[config.mk]
export PLATFORM = sky130hd
export DESIGN_NAME = mux_nto1_rr
export DESIGN_NICKNAME = d
export VERILOG_FILES = /design/src/rtl/mux_nto1_rr.sv
export SDC_FILE = /design/constraint.sdc
export NUM_CORES = 1
export LEC_CHECK = 0
export BUFFER_PORTS_ARGS = -buffer_cell sky130_fd_sc_hd__buf_2
export CORE_MARGIN = 2
export CORE_UTILIZATION = 44
export CTS_BUF_LIST = sky130_fd_sc_hd__clkbuf_4 sky130_fd_sc_hd__clkbuf_8
export CTS_CLUSTER_SIZE = 16
export DETAILED_ROUTE_END_ITERATION = 10
export GPL_ROUTABILITY_DRIVEN = 0
export HOLD_SLACK_MARGIN = 0.15
export MAX_ROUTING_LAYER = met4
export PLACE_DENSITY = 0.82
export SYNTH_ARGS = -nofsm -noshare
export SYNTH_HDL_FRONTEND = slang
export SYNTH_SLANG_ARGS = --single-unit
export TNS_END_PERCENT = 30
[constraint.sdc]
create_clock -name clk -period 2.6 [get_ports clk]
set_clock_uncertainty 0.2 [all_clocks]
set_input_delay 0.13 -clock clk [delete_from_list [all_inputs] [get_ports clk]]
set_output_delay 0.13 -clock clk [all_outputs]
set_load 0.01 [all_outputs]
[src/rtl/mux_nto1_rr.sv]
// N-to-1 valid/ready stream mux with a registered output stage, manual or round-robin selection.
// Define MUX_PKT_LOCK_EN to add in_last/out_last and hold round-robin grants for whole packets.
module mux_nto1_rr #(
   parameter  int unsigned N    = 4,
   parameter  int unsigned W    = 8,
   localparam int unsigned SELW = $clog2(N)
) (
   input  logic              clk,
   input  logic              rst_n,
   input  logic              mode,
   input  logic [SELW-1:0]   sel,
   input  logic [N-1:0]      in_valid,
   input  logic [N*W-1:0]    in_data,
`ifdef MUX_PKT_LOCK_EN
   input  logic [N-1:0]      in_last,
   output logic              out_last,
`endif
   output logic [N-1:0]      in_ready,
   output logic              out_valid,
   output logic [W-1:0]      out_data,
   output logic [SELW-1:0]   out_chan,
   input  logic              out_ready
);

   logic [SELW-1:0] ptr;
   logic            load_c;
   logic            rr_hit_c;
   logic [SELW-1:0] rr_grant_c;
   logic            grant_valid_c;
   logic [SELW-1:0] grant_c;
   logic [W-1:0]    grant_data_c;
   logic [SELW-1:0] ptr_next_c;
   int unsigned     idx;
`ifdef MUX_PKT_LOCK_EN
   logic            lock;
   logic [SELW-1:0] lock_chan;
   logic            grant_last_c;
`endif

   assign load_c = !out_valid || out_ready;

   // Round-robin scan starting at ptr, wrapping below N
   always_comb begin
      rr_hit_c   = 1'b0;
      rr_grant_c = '0;
      idx        = 0;
      for (int unsigned k = 0; k < N; k++) begin
         idx = 32'(ptr) + k;
         if (idx >= N) idx = idx - N;
         if (!rr_hit_c && in_valid[SELW'(idx)]) begin
            rr_hit_c   = 1'b1;
            rr_grant_c = SELW'(idx);
         end
      end
   end

   // Grant decision for the current cycle
   always_comb begin
      grant_valid_c = 1'b0;
      grant_c       = '0;
      if (!mode) begin
         if (32'(sel) < N) begin
            grant_valid_c = in_valid[sel];
            grant_c       = sel;
         end
      end else begin
         grant_valid_c = rr_hit_c;
         grant_c       = rr_grant_c;
`ifdef MUX_PKT_LOCK_EN
         if (lock) begin
            grant_valid_c = in_valid[lock_chan];
            grant_c       = lock_chan;
         end
`endif
      end
   end

   always_comb begin
      grant_data_c = '0;
`ifdef MUX_PKT_LOCK_EN
      grant_last_c = 1'b0;
`endif
      for (int unsigned i = 0; i < N; i++) begin
         if (grant_c == SELW'(i)) begin
            grant_data_c = in_data[i*W +: W];
`ifdef MUX_PKT_LOCK_EN
            grant_last_c = in_last[i];
`endif
         end
      end
   end

   assign ptr_next_c = (32'(grant_c) == N - 1) ? '0 : SELW'(32'(grant_c) + 1);

   // Nothing is accepted while reset is held
   always_comb begin
      in_ready = '0;
      if (rst_n && load_c && grant_valid_c) in_ready[grant_c] = 1'b1;
   end

   always_ff @(posedge clk) begin
      if (!rst_n) begin
         out_valid <= 1'b0;
         out_data  <= '0;
         out_chan  <= '0;
         ptr       <= '0;
`ifdef MUX_PKT_LOCK_EN
         out_last  <= 1'b0;
         lock      <= 1'b0;
         lock_chan <= '0;
`endif
      end else begin
         if (load_c) begin
            if (grant_valid_c) begin
               out_valid <= 1'b1;
               out_data  <= grant_data_c;
               out_chan  <= grant_c;
`ifdef MUX_PKT_LOCK_EN
               out_last  <= grant_last_c;
               if (mode && grant_last_c) ptr <= ptr_next_c;
`else
               if (mode) ptr <= ptr_next_c;
`endif
            end else begin
               out_valid <= 1'b0;
            end
         end
`ifdef MUX_PKT_LOCK_EN
         // Lock holds only in round-robin mode; leaving it drops the lock
         if (!mode) begin
            lock <= 1'b0;
         end else if (load_c && grant_valid_c) begin
            lock      <= !grant_last_c;
            lock_chan <= grant_c;
         end
`endif
      end
   end

endmodule

======== Word-level counts from Yosys, hierarchy flattened ========
Cells that the tools add are included.
cells by class
  $add $sub $neg .......................... 8
  $lt $le $gt $ge ......................... 11
  equal/unequal tests ..................... 3
  multiplexer cells ....................... 33
  reduce and logical (&&, ||, !) cells .... 14
operator list
  cell                   count
  $mux W8                4
  $mux W2                10
  $lt A2 B3 Y1 const B   6
  $mux W1                12
  $bmux W1 S2            5
  $ge A3 B3 Y1 const B   3
  $sub A2 B1 Y2 const B  4
  $add A2 B2 Y3 const B  2
  $logic_and A1 B1 Y1    6
  $eq A2 B2 Y1 const B   2
  $logic_not A1 Y1       4
  $mux W4                1
  $add A2 B1 Y3 const B  1
  $ge A2 B3 Y1 const B   1
  $reduce_and A3 Y1      1
  $add A2 B1 Y2 const B  1
  $demux W1 S2           1
  $eq A2 B1 Y1 const B   1
  $ge A2 B1 Y1 const B   1
  $logic_not A2 Y1       1
  $reduce_and A2 Y1      1
  $logic_or A1 B1 Y1     1
word-level totals
  register bits ........................... 13
  bits of input ports ..................... 42
  output and inout bits ................... 15
  word-level logic and storage cells ...... 73

======== Longest topological paths before layout ========
Gate-level depths: netlist of run 1.
  word-level depth ........................ 20
  depth in mapped cells ................... 11
  gate-level depth less buffers ........... 10

======== Worst setup path before layout of run 1 ========
No wires, ideal clock.
  kind .................................... register -> register
  from .................................... reg ptr[0]
  to ...................................... reg out_data[5]
  library setup time ...................... 0.070 ns
  arrival time ............................ 2.084 ns
  required time ........................... 2.330 ns
  setup slack ............................. 0.246 ns
  cell stages (with the launch flop) ...... 12
  buffers on the path ..................... 1
  period minus slack after synthesis ...... 2.354 ns
  cell sequence ........................... dfxtp_1 -> nor2b_1 -> a2111oi_0 -> a311oi_1 -> inv_1 -> ha_1 -> clkbuf_1 -> nand3b_1 -> a21o_1 -> a21oi_1 -> a21oi_1 -> a21oi_1
on the way
  cells in the longest elaborated chain, start to end .. 20
  elaborated cells on any way between the ends .. 48
  those cells by class .................... add/sub (7); order compare (4); eq/ne (3); mux (26); reduce/logical (8)
RTL lines
  what                                                    RTL line  text
  start, declared                                         25        logic [SELW-1:0] ptr;
  start signal, assigned                                  122       if (mode) ptr <= ptr_next_c;
  branches (longest 13 deep; another with $add A2 B1 Y3)  -
  $mux W2 *                                               50        if (!rr_hit_c && in_valid[SELW'(idx)]) begin
  $mux W2 *                                               61        if (!mode) begin
  net grant_c[0]                                          30        logic [SELW-1:0] grant_c;
  $logic_not A2 Y1                                        84        if (grant_c == SELW'(i)) begin
  $mux W8 (3 in series)                                   84
  $mux W8 *                                               84
  end signal, assigned                                    116       out_data <= grant_data_c;
  end, declared                                           20        output logic [W-1:0] out_data,
Mark *: on every way through the listed nets, which the timed path passes. The select of a mux whose other input is x is not followed.
A chain may end at the register's enable or synchronous reset.

======== Final worst setup path of run 1 ========
  from .................................... reg ptr[0]
  to ...................................... out in_ready[2]
on the way
  cells in the longest elaborated chain, start to end .. 20
  elaborated cells on any way between the ends .. 46
  those cells by class .................... add/sub (7); order compare (6); mux (25); reduce/logical (8)
RTL lines
  what                                                                       RTL line  text
  branches (longest 13 deep; another with $add A2 B1 Y3)                     -
  $mux W2 *                                                                  50
  $mux W2 *                                                                  61
  net grant_c[1]                                                             30
  $lt A2 B3 Y1 (implied by the code) / $ge A2 B1 Y1 (equally long branches)  98        if (rst_n && load_c && grant_valid_c) in_ready[grant_c] = 1'b1;
  $logic_and A1 B1 Y1 (implied by the code)                                  98
  $mux W1 (implied by the code)                                              98
  $demux W1 S2 *                                                             98
  $mux W4 *                                                                  98
  end, declared                                                              18        output logic [N-1:0] in_ready,
Marks and branches as above.

==> results of run 1 <==
## per-layer routing
metal	vias to the layer above	global-route usage [%]
met4	0	14.4
li1	570	-
met2	49	42.7
met1	518	29.7
met5	-	-
met3	10	1.82
## state kept, by name, summed over array words and instances, names as in the netlist
register,flops
ptr,2
out_data,8
out_valid,1
out_chan,2
## cell type report
| cell class | count | area (um2) | area share, % |
|---|---|---|---|
| Multi-Input combinational cell | 88 | 613 | 43.5 |
| Timing Repair Buffer | 74 | 450 | 31.9 |
| Sequential cell | 13 | 260 | 18.5 |
| Tap cell | 27 | 33.8 | 2.40 |
| Clock buffer | 4 | 30.0 | 2.13 |
| Inverter | 6 | 22.5 | 1.60 |
## kinds of logic after synthesis
| kind of cell | after synthesis | synth area share, % |
|---|---|---|
| compound gates | 41 | 28.3 |
| fa+ha+maj | 4 | 5.43 |
| buf+inv | 13 | 6.93 |
| flops | 13 | 28.3 |
| mux | 5 | 7.61 |
| simple gates | 38 | 23.5 |
## synth_stat cells (all sizes together)
| cell type | count |
|---|---|
| clkbuf | 4 |
| o32ai | 1 |
| a311oi | 1 |
| buf | 3 |
| a21o | 1 |
| nand3b | 1 |
| a21boi | 1 |
| inv | 6 |
| a21oi | 19 |
| nand2 | 6 |
| ha | 4 |
| nand3 | 1 |
| o21ai | 8 |
| a2111oi | 1 |
| o221ai | 1 |
| a221oi | 7 |
| nor2 | 2 |
| and3 | 4 |
| nor2b | 13 |
| nor3b | 2 |
| nor3 | 7 |
| mux2i | 4 |
| nand2b | 1 |
| mux4 | 1 |
| or4 | 1 |
| dfxtp | 13 |
| o211a | 1 |
## path summary, 6_finish.rpt
kind                             startpoint     endpoint  slack, ps  cells past startpoint
worst max register to register       ptr[1]  out_data[3]        230                     10
worst max-delay path                 ptr[0]  in_ready[2]        220                      7
worst min-delay path                   mode       ptr[1]        170                      4
worst min register to register  out_chan[0]  out_chan[0]        310                      1
## repair_timing
item                                    in CTS  in global routing
resized for setup                            0                  6
hold buffers                                14                  0
endpoints found under the hold margin       13                  0
endpoints found under the setup margin       0                  9
setup buffers                                0                  0
## metrics by stage
step / worst slack, ps / utilization, %
floorplan: 246 / -
global placement: 156 / 62.4
detailed placement: 71.5 / 62.4
CTS: 43.2 / 71.0
global route: 35.4 / 71.9
finish: 220 / 71.9
## power groups by stage
stage | logic [mW] | clock network [mW] | registers, mW
2_1_floorplan | 0.138 | 0 | 0.252
3_3_place_gp | 0.229 | 0 | 0.242
3_5_place_dp | 0.236 | 0 | 0.242
6_report | 0.265 | 0.127 | 0.238
4_1_cts | 0.253 | 0.133 | 0.238
5_1_grt | 0.293 | 0.140 | 0.241
## cells in the final DEF (no fill, tap or decap), drive strengths merged
master and n:
buf 60, a21oi 19, dlygate4sd3 14, dfxtp 13, nor2b 13, o21ai 8, a221oi 7, nor3 7
inv 6, nand2 6, and3 4, clkbuf 4, mux2i 4, ha 4, nor2 2, nor3b 2
nand2b 1, o221ai 1, o32ai 1, a2111oi 1, a311oi 1, mux4 1, or4 1, o211a 1
nand3 1, nand3b 1, a21o 1, a21boi 1
## critical path: stages (launching register included)
cell      delay (ps)
dfxtp_1          370
nand2b_1         150
nor2_1            50
o32ai_1          350
buf_4            190
ha_2             320
and3_1           210
buf_2            130
==> results.cfg, run 1 <==
[synthesis]
yosysUniqueCellTypes = 31
syn_area_per_cell_um2 = 8.08
synth_top_area_share_pct = 28.3
ys_warn_count = 0
synth_nets = 160
syn_area_um2 = 921
yosysSeqAreaShare_pct = 28.3
ys_ff_latch = 13
netlist_instances = 114
synth_top_cell_by_area = dfxtp_1
yosys-top-cells-area = dfxtp_1 28%, a21oi_1 9.8%, nor2b_1 8.8%

[worst_hold_path]
hold_class = input pin to register

[route]
wirelength_um = 3010
dr.max_layer_used = met4
wire_per_inst_um = 14.2
drt-initial-drc-count = 28
drtAntennaViolNets = 0
via_count = 1147
met1Wirelength_um = 1280
drc = 0
dr_wl_met2_um = 1450
drt_pass1_iterations = 4
vias_per_cell = 5.41
dr_wl_met3_um = 169

[power_and_ir_drop]
total_power_mw = 0.630
switchingPower_mw = 0.206
p_clk_share_pct = 20.2
p_leak_nw = 0.700
p_int_mw = 0.424
ir_drop_v = 0.000428
pwr-share-comb_pct = 42.0
cellPowerDensity_nw_per_um2 = 447
p_seq_share_pct = 37.8
swShare_pct = 32.6

[layout]
drive_gt1_share_pct = 38.4
fillCellCount = 161
final_cells = 212
nNetsFinal = 232
antennaDiodeCount = 0
syn_to_final_growth_pct = 53.1
stdcell_area_um2 = 1410

[die]
std_cell_rows = 16
io_pins = 57
chipHeight_um = 49.8
initial_core_util_pct = 46.9
die-area_um2 = 2480
core_um2 = 1960
die_x_um = 49.8

[flow_run]
drv_cap = 0

[clock_tree]
worstSkewPairLatency_ps = 260
clock-sinks = 13
root_buffer = clkbuf_4
cts_made_buffers = 3
cts_buffer_depth = 2
htree_levels = 1
cts_tree = built
cts.clk_slew.worst_paths_ps = 70

[grt]
grt_max_degree = 24
grt_pass1_wl_um = 4670
gr-total-overflow = 0
grt_antenna_before_repair = 0
grt_pass1_vias = 1110
grt_use_total_pct = 25.3

[setup_path]
cp_max_fo = 17
crit_arrival_ps = 2050
crit_path_start_kind = register
cp.required_ps = 2270
cp-end-kind = primary output
path_class = register to primary output

[sta]
max-slew-margin-rel_pct = 78.0
slew_violations = 0
rsz0062_at_grt = false
tightest_slew_ps = 328
fin_hold_ws_ps = 173
fin_crit_ps = 2380
final_hold_viol_count = 0
tns_ps = 0
max_freq_mhz = 420
period_share_pct = 91.5
setup_viol = 0

[place]
dp_hpwl_um = 2000
portBuffers = 56
placed_cell_area_um2 = 1220
dp_cells = 194

[run_status]
status = complete, no violations
Power figures use the tool's default switching activity.
==> inputs of run 2 (changes only) <==
--- a/config.mk
+++ b/config.mk
@@ -7,14 +7,13 @@
 export LEC_CHECK = 0
 export BUFFER_PORTS_ARGS = -buffer_cell sky130_fd_sc_hd__buf_2
 export CORE_MARGIN = 2
-export CORE_UTILIZATION = 44
-export CTS_BUF_LIST = sky130_fd_sc_hd__clkbuf_4 sky130_fd_sc_hd__clkbuf_8
+export CORE_UTILIZATION = 42
 export CTS_CLUSTER_SIZE = 16
 export DETAILED_ROUTE_END_ITERATION = 10
 export GPL_ROUTABILITY_DRIVEN = 0
 export HOLD_SLACK_MARGIN = 0.15
 export MAX_ROUTING_LAYER = met4
-export PLACE_DENSITY = 0.82
+export PLACE_DENSITY = 0.79
 export SYNTH_ARGS = -nofsm -noshare
 export SYNTH_HDL_FRONTEND = slang
 export SYNTH_SLANG_ARGS = --single-unit
==> results.cfg, run 2 (synthesis results as in run 1) <==
[die]
core_um2 = 2020
initial_core_util_pct = 45.5
io_pins = 57
die_x_um = 50.8
std_cell_rows = 16
chipHeight_um = 50.8
die-area_um2 = 2580

[grt]
grt_max_degree = 18
gr-total-overflow = 0
grt_pass1_wl_um = 4960
grt_use_total_pct = 25.9
grt_pass1_vias = 1175
grt_antenna_before_repair = 0

[sta]
rsz0062_at_grt = false
slew_violations = 0
fin_crit_ps = 2400
max-slew-margin-rel_pct = 60.0
tightest_slew_ps = 601
tns_ps = 0
setup_viol = 0
final_hold_viol_count = 0
max_freq_mhz = 417
period_share_pct = 92.2
setup_ws_ps = 202

[clock_tree]
htree_levels = 1
cts_buffer_depth = 2
cts.clk_slew.worst_paths_ps = 80
cts_tree = built
clock-sinks = 13
worstSkewPairLatency_ps = 280
postCtsSetupBuffers = 0
cts_made_buffers = 3
root_buffer = clkbuf_4

[setup_path]
cp-end-kind = register
cp.required_ps = 2620
cp_max_fo = 10
path_class = register to register
crit_arrival_ps = 2420
crit_path_start_kind = register

[route]
wire_per_inst_um = 15.3
drc = 0
vias_per_cell = 5.67
drtAntennaViolNets = 0
drt-initial-drc-count = 36
wirelength_um = 3270
via_count = 1213
drt_pass1_iterations = 4

[layout]
stdcell_area_um2 = 1430
antennaDiodeCount = 0
top_register = out_data
nNetsFinal = 234
drive_gt1_share_pct = 39.0
reg_top3 = out_data: 8 flops, out_chan: 2 flops, ptr: 2 flops
fillCellCount = 162
syn_to_final_growth_pct = 55.4
final_common_cell = buf_2
layout_common_cells = 56 x buf_2, 18 x a21oi_1, 15 x dlygate4sd3_1
largest_reg_flops = 8

[place]
dp_hpwl_um = 2080
post-place-ws_ps = 109
portBuffers = 56
placed_cell_area_um2 = 1230

[power_and_ir_drop]
ir_drop_v = 0.000316
total_power_mw = 0.645
cellPowerDensity_nw_per_um2 = 451
p_leak_nw = 0.712

[run_status]
status = complete, no violations

[worst_hold_path]
hold_class = input pin to register

[flow_run]
drv_cap = 0
run 2: repair_timing:
item	in CTS	in global routing
gates resized for setup	0	7
endpoints found under the setup margin	0	10
hold buffers	15	0
endpoints found under the hold margin	13	0
run 2: path summary, 6_finish.rpt:
path	from	end	slack, ps	cells past startpoint
worst max-delay path	ptr[0]	out_data[5]	200	11
worst min-delay path	in_data[22]	out_data[6]	160	5
worst max register to register	ptr[0]	out_data[5]	200	11
worst min register to register	out_data[5]	out_data[5]	320	2
run 2: cell type report:
cell class                      instances  area (um2)  share of cell area (%)
Sequential cell                        13         262                    18.3
Timing Repair Buffer                   76         468                    32.7
Tap cell                               27        33.8                    2.36
Inverter                                6        22.5                    1.57
Multi-Input combinational cell         88         618                    43.2
Clock buffer                            3        22.5                    1.57
Clock inverter                          1        5.00                   0.350
run 2: per-layer routing:
layer	part of all wire, %	GRT usage, %	up-vias
li1	-	-	568
met1	39	29.7	548
met2	48	41.2	77
met3	8.3	6.14	20
met4	4.7	15.8	0
met5	0	-	-
run 2: metrics by stage:
stage / hold WS [ps] / std cells / util, %
floorplan: 58.2 / 114 / -
global placement: 227 / 195 / 60.9
detailed placement: 233 / 195 / 60.9
CTS: 153 / 214 / 69.7
global route: 196 / 214 / 70.8
finish: 161 / 214 / 70.8
run 2: report_power, final:
part           internal [mW]  switching (mW)  total [mW]
registers              0.224          0.0154       0.240
clock network         0.0571          0.0697       0.127
logic                  0.134           0.145       0.279
total                  0.415           0.230       0.645
run 2: worst max-delay path, stage by stage (launching register included):
cell       delay [ps]
dfxtp_1           340
nor2b_1           120
a2111oi_1          60
a311oi_1          300
inv_1             150
ha_1              260
buf_4             180
nand3b_1          180
a21o_1            190
a21oi_1           160
a21oi_1            60
a21oi_1           150
